## src/rtl/rr_stage_arbiter.sv

```systemverilog
// Round-robin arbiter feeding one shared valid/ready output register, with same-source
// burst hold of up to MAX_BURST beats and a source tag on every registered beat.
module rr_stage_arbiter #(
  parameter int unsigned N_REQ     = 4,
  parameter int unsigned DATA_W    = 8,
  parameter int unsigned MAX_BURST = 2
) (
  input  logic                       clk,
  input  logic                       reset,
  input  logic [N_REQ-1:0]           i_valid,
  input  logic [N_REQ*DATA_W-1:0]    i_data,
  output logic [N_REQ-1:0]           o_ready,
  output logic                       o_valid,
  output logic [DATA_W-1:0]          o_data,
  output logic [$clog2(N_REQ)-1:0]   o_src,
  input  logic                       i_ready
);

  localparam int unsigned SRC_W = $clog2(N_REQ);
  localparam int unsigned CNT_W = $clog2(MAX_BURST + 1);

  typedef enum logic [0:0] {StArb, StBurst} state_e;

  state_e               state_q, state_d;
  logic [SRC_W-1:0]     ptr_q, ptr_d;
  logic [SRC_W-1:0]     owner_q, owner_d;
  logic [CNT_W-1:0]     cnt_q, cnt_d;
  logic                 o_valid_q, o_valid_d;
  logic [DATA_W-1:0]    o_data_q, o_data_d;
  logic [SRC_W-1:0]     o_src_q, o_src_d;

  logic                 load_en;
  logic                 owner_valid;
  logic                 burst_cont;
  logic [SRC_W-1:0]     scan_start;
  logic                 scan_found;
  logic [SRC_W-1:0]     scan_idx;
  logic                 grant_vld;
  logic [SRC_W-1:0]     grant_idx;

  // N_REQ need not be a power of two, so wrap explicitly instead of relying on overflow.
  function automatic logic [SRC_W-1:0] next_idx(input logic [SRC_W-1:0] idx);
    if (idx == SRC_W'(N_REQ - 1)) begin
      return '0;
    end
    return idx + SRC_W'(1);
  endfunction

  function automatic logic [SRC_W-1:0] wrap_add(input logic [SRC_W-1:0] base,
                                                input int unsigned      off);
    int unsigned sum;
    sum = 32'(base) + off;
    if (sum >= N_REQ) begin
      sum = sum - N_REQ;
    end
    return SRC_W'(sum);
  endfunction

  assign load_en     = !o_valid_q || i_ready;
  assign owner_valid = i_valid[owner_q];
  assign burst_cont  = (state_q == StBurst) && owner_valid;
  assign scan_start  = (state_q == StBurst) ? next_idx(owner_q) : ptr_q;

  always_comb begin
    scan_found = 1'b0;
    scan_idx   = '0;
    for (int unsigned i = 0; i < N_REQ; i++) begin
      if (!scan_found && i_valid[wrap_add(scan_start, i)]) begin
        scan_found = 1'b1;
        scan_idx   = wrap_add(scan_start, i);
      end
    end
  end

  always_comb begin
    if (burst_cont) begin
      grant_vld = 1'b1;
      grant_idx = owner_q;
    end else begin
      grant_vld = scan_found;
      grant_idx = scan_idx;
    end
  end

  // Grant is withheld entirely during backpressure and while reset is asserted.
  always_comb begin
    o_ready = '0;
    if (reset && load_en && grant_vld) begin
      o_ready = N_REQ'(1) << grant_idx;
    end
  end

  always_comb begin
    state_d   = state_q;
    ptr_d     = ptr_q;
    owner_d   = owner_q;
    cnt_d     = cnt_q;
    o_valid_d = o_valid_q;
    o_data_d  = o_data_q;
    o_src_d   = o_src_q;

    if (load_en) begin
      o_valid_d = grant_vld;
      if (grant_vld) begin
        o_data_d = i_data[grant_idx*DATA_W +: DATA_W];
        o_src_d  = grant_idx;
      end

      if (burst_cont) begin
        cnt_d = cnt_q + CNT_W'(1);
        if (32'(cnt_q) + 1 == MAX_BURST) begin
          state_d = StArb;
          ptr_d   = next_idx(owner_q);
        end
      end else begin
        // A burst whose owner dropped out hands the pointer past the owner first.
        if (state_q == StBurst) begin
          state_d = StArb;
          ptr_d   = next_idx(owner_q);
        end
        if (grant_vld) begin
          if (MAX_BURST == 1) begin
            state_d = StArb;
            ptr_d   = next_idx(grant_idx);
          end else begin
            state_d = StBurst;
            owner_d = grant_idx;
            cnt_d   = CNT_W'(1);
          end
        end
      end
    end
  end

  always_ff @(posedge clk or negedge reset) begin
    if (!reset) begin
      state_q   <= StArb;
      ptr_q     <= '0;
      owner_q   <= '0;
      cnt_q     <= '0;
      o_valid_q <= 1'b0;
      o_data_q  <= '0;
      o_src_q   <= '0;
    end else begin
      state_q   <= state_d;
      ptr_q     <= ptr_d;
      owner_q   <= owner_d;
      cnt_q     <= cnt_d;
      o_valid_q <= o_valid_d;
      o_data_q  <= o_data_d;
      o_src_q   <= o_src_d;
    end
  end

  assign o_valid = o_valid_q;
  assign o_data  = o_data_q;
  assign o_src   = o_src_q;

  a_ready_onehot0 : assert property (@(posedge clk) disable iff (!reset) $onehot0(o_ready));
  a_stall_no_grant : assert property (@(posedge clk) disable iff (!reset)
                                      (o_valid && !i_ready) |-> (o_ready == '0));

endmodule

```

## config.mk

```make
export PLATFORM = sky130hd
export DESIGN_NAME = rr_stage_arbiter
export DESIGN_NICKNAME = d
export VERILOG_FILES = /design/src/rtl/rr_stage_arbiter.sv
export SDC_FILE = /design/constraint.sdc
export NUM_CORES = 1
export LEC_CHECK = 0
export CAP_MARGIN = 20
export CORE_MARGIN = 2
export CORE_UTILIZATION = 43
export DETAILED_ROUTE_END_ITERATION = 6
export PLACE_DENSITY = 0.79
export SLEW_MARGIN = 20
export SYNTH_ARGS = -nofsm -noshare
export SYNTH_HDL_FRONTEND = slang
export SYNTH_SLANG_ARGS = --single-unit
```

## constraint.sdc

```tcl
create_clock -name clk -period 2.8 [get_ports clk]
set_input_delay 0.56 -clock clk [delete_from_list [all_inputs] [get_ports clk]]
set_output_delay 0.56 -clock clk [all_outputs]
set_load 0.02 [all_outputs]
```

==> results of run 1 <==
[what timing repair did]
| action | CTS | global route |
|---|---|---|
| buffers inserted | 0 | 4 |
| gates resized for setup | 29 | 10 |
| setup endpoints to repair | 4 | 4 |
| pin swaps | 2 | 6 |
[synth_stat cells]
library cell | instances | area (sq um)
nand2_1 | 19 | 71.3
dfrtp_1 | 18 | 450
mux2i_1 | 18 | 180
mux2_2 | 10 | 113
nor2_1 | 9 | 33.8
o21ai_1 | 7 | 35.0
nand2b_1 | 5 | 31.3
mux2_4 | 4 | 60.1
nor2b_1 | 4 | 25.0
o21ai_0 | 4 | 20.0
a21oi_1 | 3 | 15.0
buf_6 | 3 | 33.8
clkbuf_1 | 2 | 7.51
ha_1 | 2 | 25.0
nand3_1 | 2 | 10.0
a211o_1 | 1 | 8.76
a21boi_2 | 1 | 11.3
a221oi_1 | 1 | 8.76
a31oi_1 | 1 | 6.26
and2_1 | 1 | 6.26
and2_2 | 1 | 7.51
and2b_2 | 1 | 8.76
and3_2 | 1 | 7.51
buf_12 | 1 | 20.0
inv_1 | 1 | 3.75
nand3b_1 | 1 | 7.51
nor3_1 | 1 | 5.00
nor3b_1 | 1 | 7.51
nor4_1 | 1 | 6.26
o2111ai_1 | 1 | 8.76
o21a_1 | 1 | 7.51
o21ai_2 | 1 | 8.76
o22ai_1 | 1 | 6.26
o2bb2ai_1 | 1 | 8.76
o311a_1 | 1 | 10.0
o32a_1 | 1 | 10.0
o41ai_4 | 1 | 27.5
[layout by cell type (no fill, tap or decap), drive strengths merged, types with 2 or more instances in the layout]
| master | netlist | routed |
|---|---|---|
| nor2 | 9 | 9 |
| mux2 | 14 | 14 |
| a21oi | 3 | 3 |
| buf | 4 | 30 |
| nor2b | 4 | 4 |
| dfrtp | 18 | 18 |
| nand2 | 19 | 19 |
| clkbuf | 2 | 4 |
| ha | 2 | 2 |
| clkdlybuf4s50 | 0 | 46 |
| and2 | 2 | 2 |
| mux2i | 18 | 18 |
| nand3 | 2 | 2 |
| dlymetal6s2s | 0 | 2 |
| nand2b | 5 | 5 |
| o21ai | 12 | 12 |
[critical path, stage by stage]
cell	delay, ps
clkdlybuf4s50_1	490
mux2i_1	320
o2bb2ai_4	110
o41ai_4	350
buf_4	190
nor2_1	50
buf_4	150
[logic make-up (layout without fill, tap and decap cells)]
family	count (synthesis)	count (layout)	share of synthesized area, %
multiplexers	32	32	26.9
buffers and inverters	7	84	4.95
AO/OA/AOI/OAI	26	26	14.7
AND/OR/NAND/NOR	47	47	17.3
flip-flops	18	18	34.3
adder cells (fa/ha/maj)	2	2	1.90
[through the flow]
step	hold WS (ps)	worst slack (ps)	instances
detailed placement	476	-515	234
global route	469	-43.3	242
CTS	472	-4.65	238
floorplan	264	33.6	132
global placement	462	-494	234
finish	482	14.4	242
[registers in the layout, summed over array words and instances (netlist names)]
signal / count
owner_q: 2
o_data: 8
o_src: 2
state_q: 1
ptr_q: 2
cnt_q: 2
o_valid: 1
[worst max-delay path by stage]
stage               slack (ps)          to        from
finish                      10  o_ready[1]  i_valid[1]
global route               -40  o_ready[1]  owner_q[1]
CTS                         -5  o_ready[1]  i_valid[0]
detailed placement        -520  o_ready[1]  i_valid[0]
global placement          -490  o_ready[3]  i_valid[2]
floorplan                   30  o_ready[2]  owner_q[0]
[final cells by class]
cell class | instances | area, sq um
Clock buffer | 4 | 36.3
Fill cell | 228 | 830
Inverter | 1 | 3.75
Multi-Input combinational cell | 107 | 890
Sequential cell | 18 | 450
Tap cell | 33 | 41.3
Timing Repair Buffer | 79 | 727
[layer usage]
metal | routed length (microns) | up-vias
met2 | 1970 | 46
met5 | 0 | -
met3 | 167 | 10
met4 | 63 | 0
met1 | 1480 | 600
li1 | - | 629
[power by group]
part	internal, W	switching (W)
Clock	0.0000792	0.0000802
Combinational	0.000969	0.000802
Sequential	0.000382	0.000104
Total	0.00143	0.000987
==> impl_results.md, run 1 <==
* Syn Inst Count at 132
* Met1 track demand over resource at 25.7%
* Setup TNS at 0 ps
* # diodes at 0
* Total global routing overflow at 0
* H-tree depth at 1
* Worst slew pin tran at 330 ps
* Die area at 3510 sq um
* Largest net degree at the start of global routing at 17
* Clock Latency Late Sink at 290 ps
* Arrival @ worst endpoint at 2230 ps
* CORE AREA at 2980 sq um
* Crit Path Class: in -> out
* Register area share after synthesis at 34.3%
* Share of cells above drive strength 1 at 29.7%
* Max-slew headroom at 77.4%
* Pwr dens at 1120 nW/um^2
* Initial DRC Count at 49
* Post-Syn Area at 1310 sq um
* Final hold vios at 0
* RePlAce Congestion at 0.869
* Row count at 20
* PortBufs at 53
* Vias per cell at 5.31
* Final instance area at 2150 sq um
* Critical path peak fanout at 5
* Leakage power at 0.972 nW
* Synth-to-Final Area Change at 63.5%
* Die boundary width at 59.3 microns
* WL final at 3680 microns
* CTS tree: yes
* Period utilization at 99.5%
* Max Cap Viol at 0
* Worst setup EP type: output pin
* Met3 GRT Util at 4.15%
* Final Util at 72.1%
* Mapped Nets at 173
* Clock sink count at 18
* Fmax at 359 MHz
* Worst Reg-to-Reg Cells at 9
* RR Startpoint: owner_q[1]
* Synth Warn # at 0
* Global Route met2 Usage at 38.6%
* Placed Instance Area at 2000 sq um
* First-pass GRT wire length at 5830 microns
* Final antenna-violating net count at 0
* Clock period minus worst slack at 2790 ps
* Io pins at 54
* Clk slew on worst S/H paths at 100 ps
* R2R Path End: o_data[7]
* Drt pass-1 iters at 4
* CTS Buf Count at 3
* Cts-stage hold buffer count at 0
* Min-delay worst type: in -> async
* Die H at 59.3 microns
* Synthesized area per cell at 9.95 sq um
* Clock Tree Buf Depth at 2
* Unrepaired setup endpoints after global routing: true
* Vias at 1285
* Peak VDD IR at 0.640 mV
* HPWL after DPL at 2740 microns
* Outcome: finished clean
* Register bit total from synthesis at 18
* Fin nets at 251
* Endpoints failing setup at 0
* Drc violations at 0
* Total Power at 0.00242 W
* Wirelength per Cell at 15.2 microns
* Initial antenna violation count at 0
* Post-synthesis cell type count at 37
* Initial core utilization at 44.1%
* Root Buffer: clkbuf_4
* CP startpoint kind: input port
* Grt peak-use layer: met2
* Setup Skew at 4.03 ps
* Global Route Usage Sum at 21.7%
* CP Data Required Time at 2240 ps
* Worst R2R Setup Slack at 370 ps
* Vias in the first global route at 1329
* Slew Viols, Final at 0
Note: power is estimated with default switching activity, not from simulation.
==> run 2: changes to the inputs <==
--- a/config.mk
+++ b/config.mk
@@ -9,6 +9,7 @@
 export CORE_MARGIN = 2
 export CORE_UTILIZATION = 43
 export DETAILED_ROUTE_END_ITERATION = 6
+export GPL_TIMING_DRIVEN = 0
 export PLACE_DENSITY = 0.79
 export SLEW_MARGIN = 20
 export SYNTH_ARGS = -nofsm -noshare
==> impl_results.md, run 2 (synthesis gave the netlist of run 1 again) <==
* Slowest stage cell on the critical path: a221oi_2
* First-pass GRT wire length at 5710 microns
* Fmax at 350 MHz
* Cts-stage hold buffer count at 0
* Worst R2R Setup Slack at 160 ps
* Share of cells above drive strength 1 at 26.0%
* CP startpoint kind: input port
* Drt pass-1 iters at 4
* Max Cap Viol at 0
* Endpoints failing setup at 4
* R2R Path End: o_data[7]
* Final antenna-violating net count at 0
* Final hold vios at 0
* Pwr dens at 1170 nW/um^2
* Leakage power at 0.904 nW
* CP Data Required Time at 2240 ps
* Wirelength per Cell at 15.2 microns
* Global Route Usage Sum at 21.6%
* Multi-input logic area at 883 sq um
* Die area at 3510 sq um
* WL final at 3490 microns
* RR Startpoint: owner_q[1]
* Final worst-path setup slack at -57.8 ps
* Critical path cell sequence: dlygate4sd2_1, mux2_4, a221oi_2, a31oi_4, nand3b_1, nor2_1, buf_4
* Failing checks: setup timing
* CTS tree: yes
* Worst slew pin tran at 908 ps
* Root Buffer: clkbuf_4
* Setup Skew at 4.84 ps
* Period utilization at 102%
* Initial antenna violation count at 0
* Total global routing overflow at 0
* Fill cells at 228
* Fin nets at 238
* Drc violations at 0
* Peak VDD IR at 0.740 mV
* Total Power at 0.00239 W
* # diodes at 0
* Arrival @ worst endpoint at 2300 ps
* Worst setup EP type: output pin
* Clock Latency Late Sink at 300 ps
* Io pins at 54
* Crit Path Class: in -> out
* Vias in the first global route at 1262
* Largest net degree at the start of global routing at 21
* Slew Viols, Final at 0
* Synth-to-Final Area Change at 55.9%
* Most common cell after layout, fill and taps aside: clkdlybuf4s50_1
* Initial DRC Count at 42
* PortBufs at 53
* Clock Tree Buf Depth at 2
* HPWL after DPL at 2510 microns
* H-tree depth at 1
* Max-slew headroom at 39.3%
* Outcome: complete, but fails checks
* Die boundary width at 59.3 microns
* Die H at 59.3 microns
* Clock period minus worst slack at 2860 ps
* Clock sink count at 18
* Min-delay worst type: in -> async
* CP peak stage delay at 370 ps
* Setup TNS at -82.7 ps
* Initial core utilization at 44.1%
* Number of flip-flops in the largest register at 8
* Vias per cell at 5.40
* Worst Reg-to-Reg Cells at 10
* Critical path peak fanout at 5
* Clk slew on worst S/H paths at 110 ps
* Vias at 1237
* Final Util at 68.8%
* CTS Buf Count at 3
* Row count at 20
* Unrepaired setup endpoints after global routing: true
* RePlAce Congestion at 0.801
* Register area at 453 sq um
* Commonest non-fill, non-tap cells in the layout: 44 x clkdlybuf4s50_1, 19 x nand2_1, 17 x mux2i_1, 16 x dfrtp_1, 10 x buf_4
* CORE AREA at 2980 sq um
## run 2: cell types whose count changed in the layout (fill, tap and decap cells not counted), sizes merged
cell | before | now
buf | 30 | 15
clkdlybuf4s50 | 46 | 44
dlygate4sd2 | 1 | 3
clkbuf | 4 | 6
## run 2: cell type report
class	count	share of cell area, %
multi-input combinational	107	43.1
sequential	18	22.1
inverter	1	0.183
timing repair buffer	62	29.3
tap	33	2.02
buffer	4	1.47
clock buffer	4	1.77
## run 2: worst max path at each step
| stage | from | end | slack [ps] | cells past startpoint |
|---|---|---|---|---|
| CTS | owner_q[1] | o_ready[2] | -100 | 8 |
| finish | i_valid[0] | o_ready[1] | -60 | 7 |
| global route | owner_q[1] | o_ready[1] | -150 | 7 |
| floorplan | owner_q[0] | o_ready[2] | 30 | 7 |
| global placement | i_valid[3] | o_ready[2] | -830 | 9 |
| detailed placement | i_valid[3] | o_ready[0] | -850 | 9 |
## run 2: metrics by stage
step | area (sq um) | hold WS [ps] | instances | setup WS, ps
after detailed placement | 1890 | 471 | 218 | -854
after CTS | 1980 | 500 | 228 | -99.4
after global placement | 1890 | 463 | 218 | -833
after floorplan | 1310 | 264 | 132 | 33.6
after global routing | 2050 | 436 | 229 | -153
final | 2050 | 369 | 229 | -57.8
## run 2: report_power, final
part	total (W)	leakage [nW]	internal (W)	switching [W]
combinational	0.00174	0.672	0.000952	0.000785
sequential	0.000485	0.211	0.000385	0.000100
clock	0.000165	0.0210	0.0000793	0.0000857
total	0.00239	0.904	0.00142	0.000971
## run 2: per-layer routing
metal	GRT usage, %	wire (microns)
met3	4.80	222
met4	7.47	97
met2	38.3	1800
met1	25.4	1370
met5	0	0
## run 2: timing repair
action                     CTS  global route
setup endpoints to repair    4             4
pin swaps                    7             8
cloned                       0             0
buffers inserted             7             2
resized for setup           31            14
## run 2: critical path: cells and delay by family
| family | cells | cell delay [ps] |
|---|---|---|
| and+or+nand+nor | 2 | 430 |
| muxes | 1 | 320 |
| buffers and inverters | 2 | 450 |
| AOI/OAI and AO/OA | 2 | 540 |
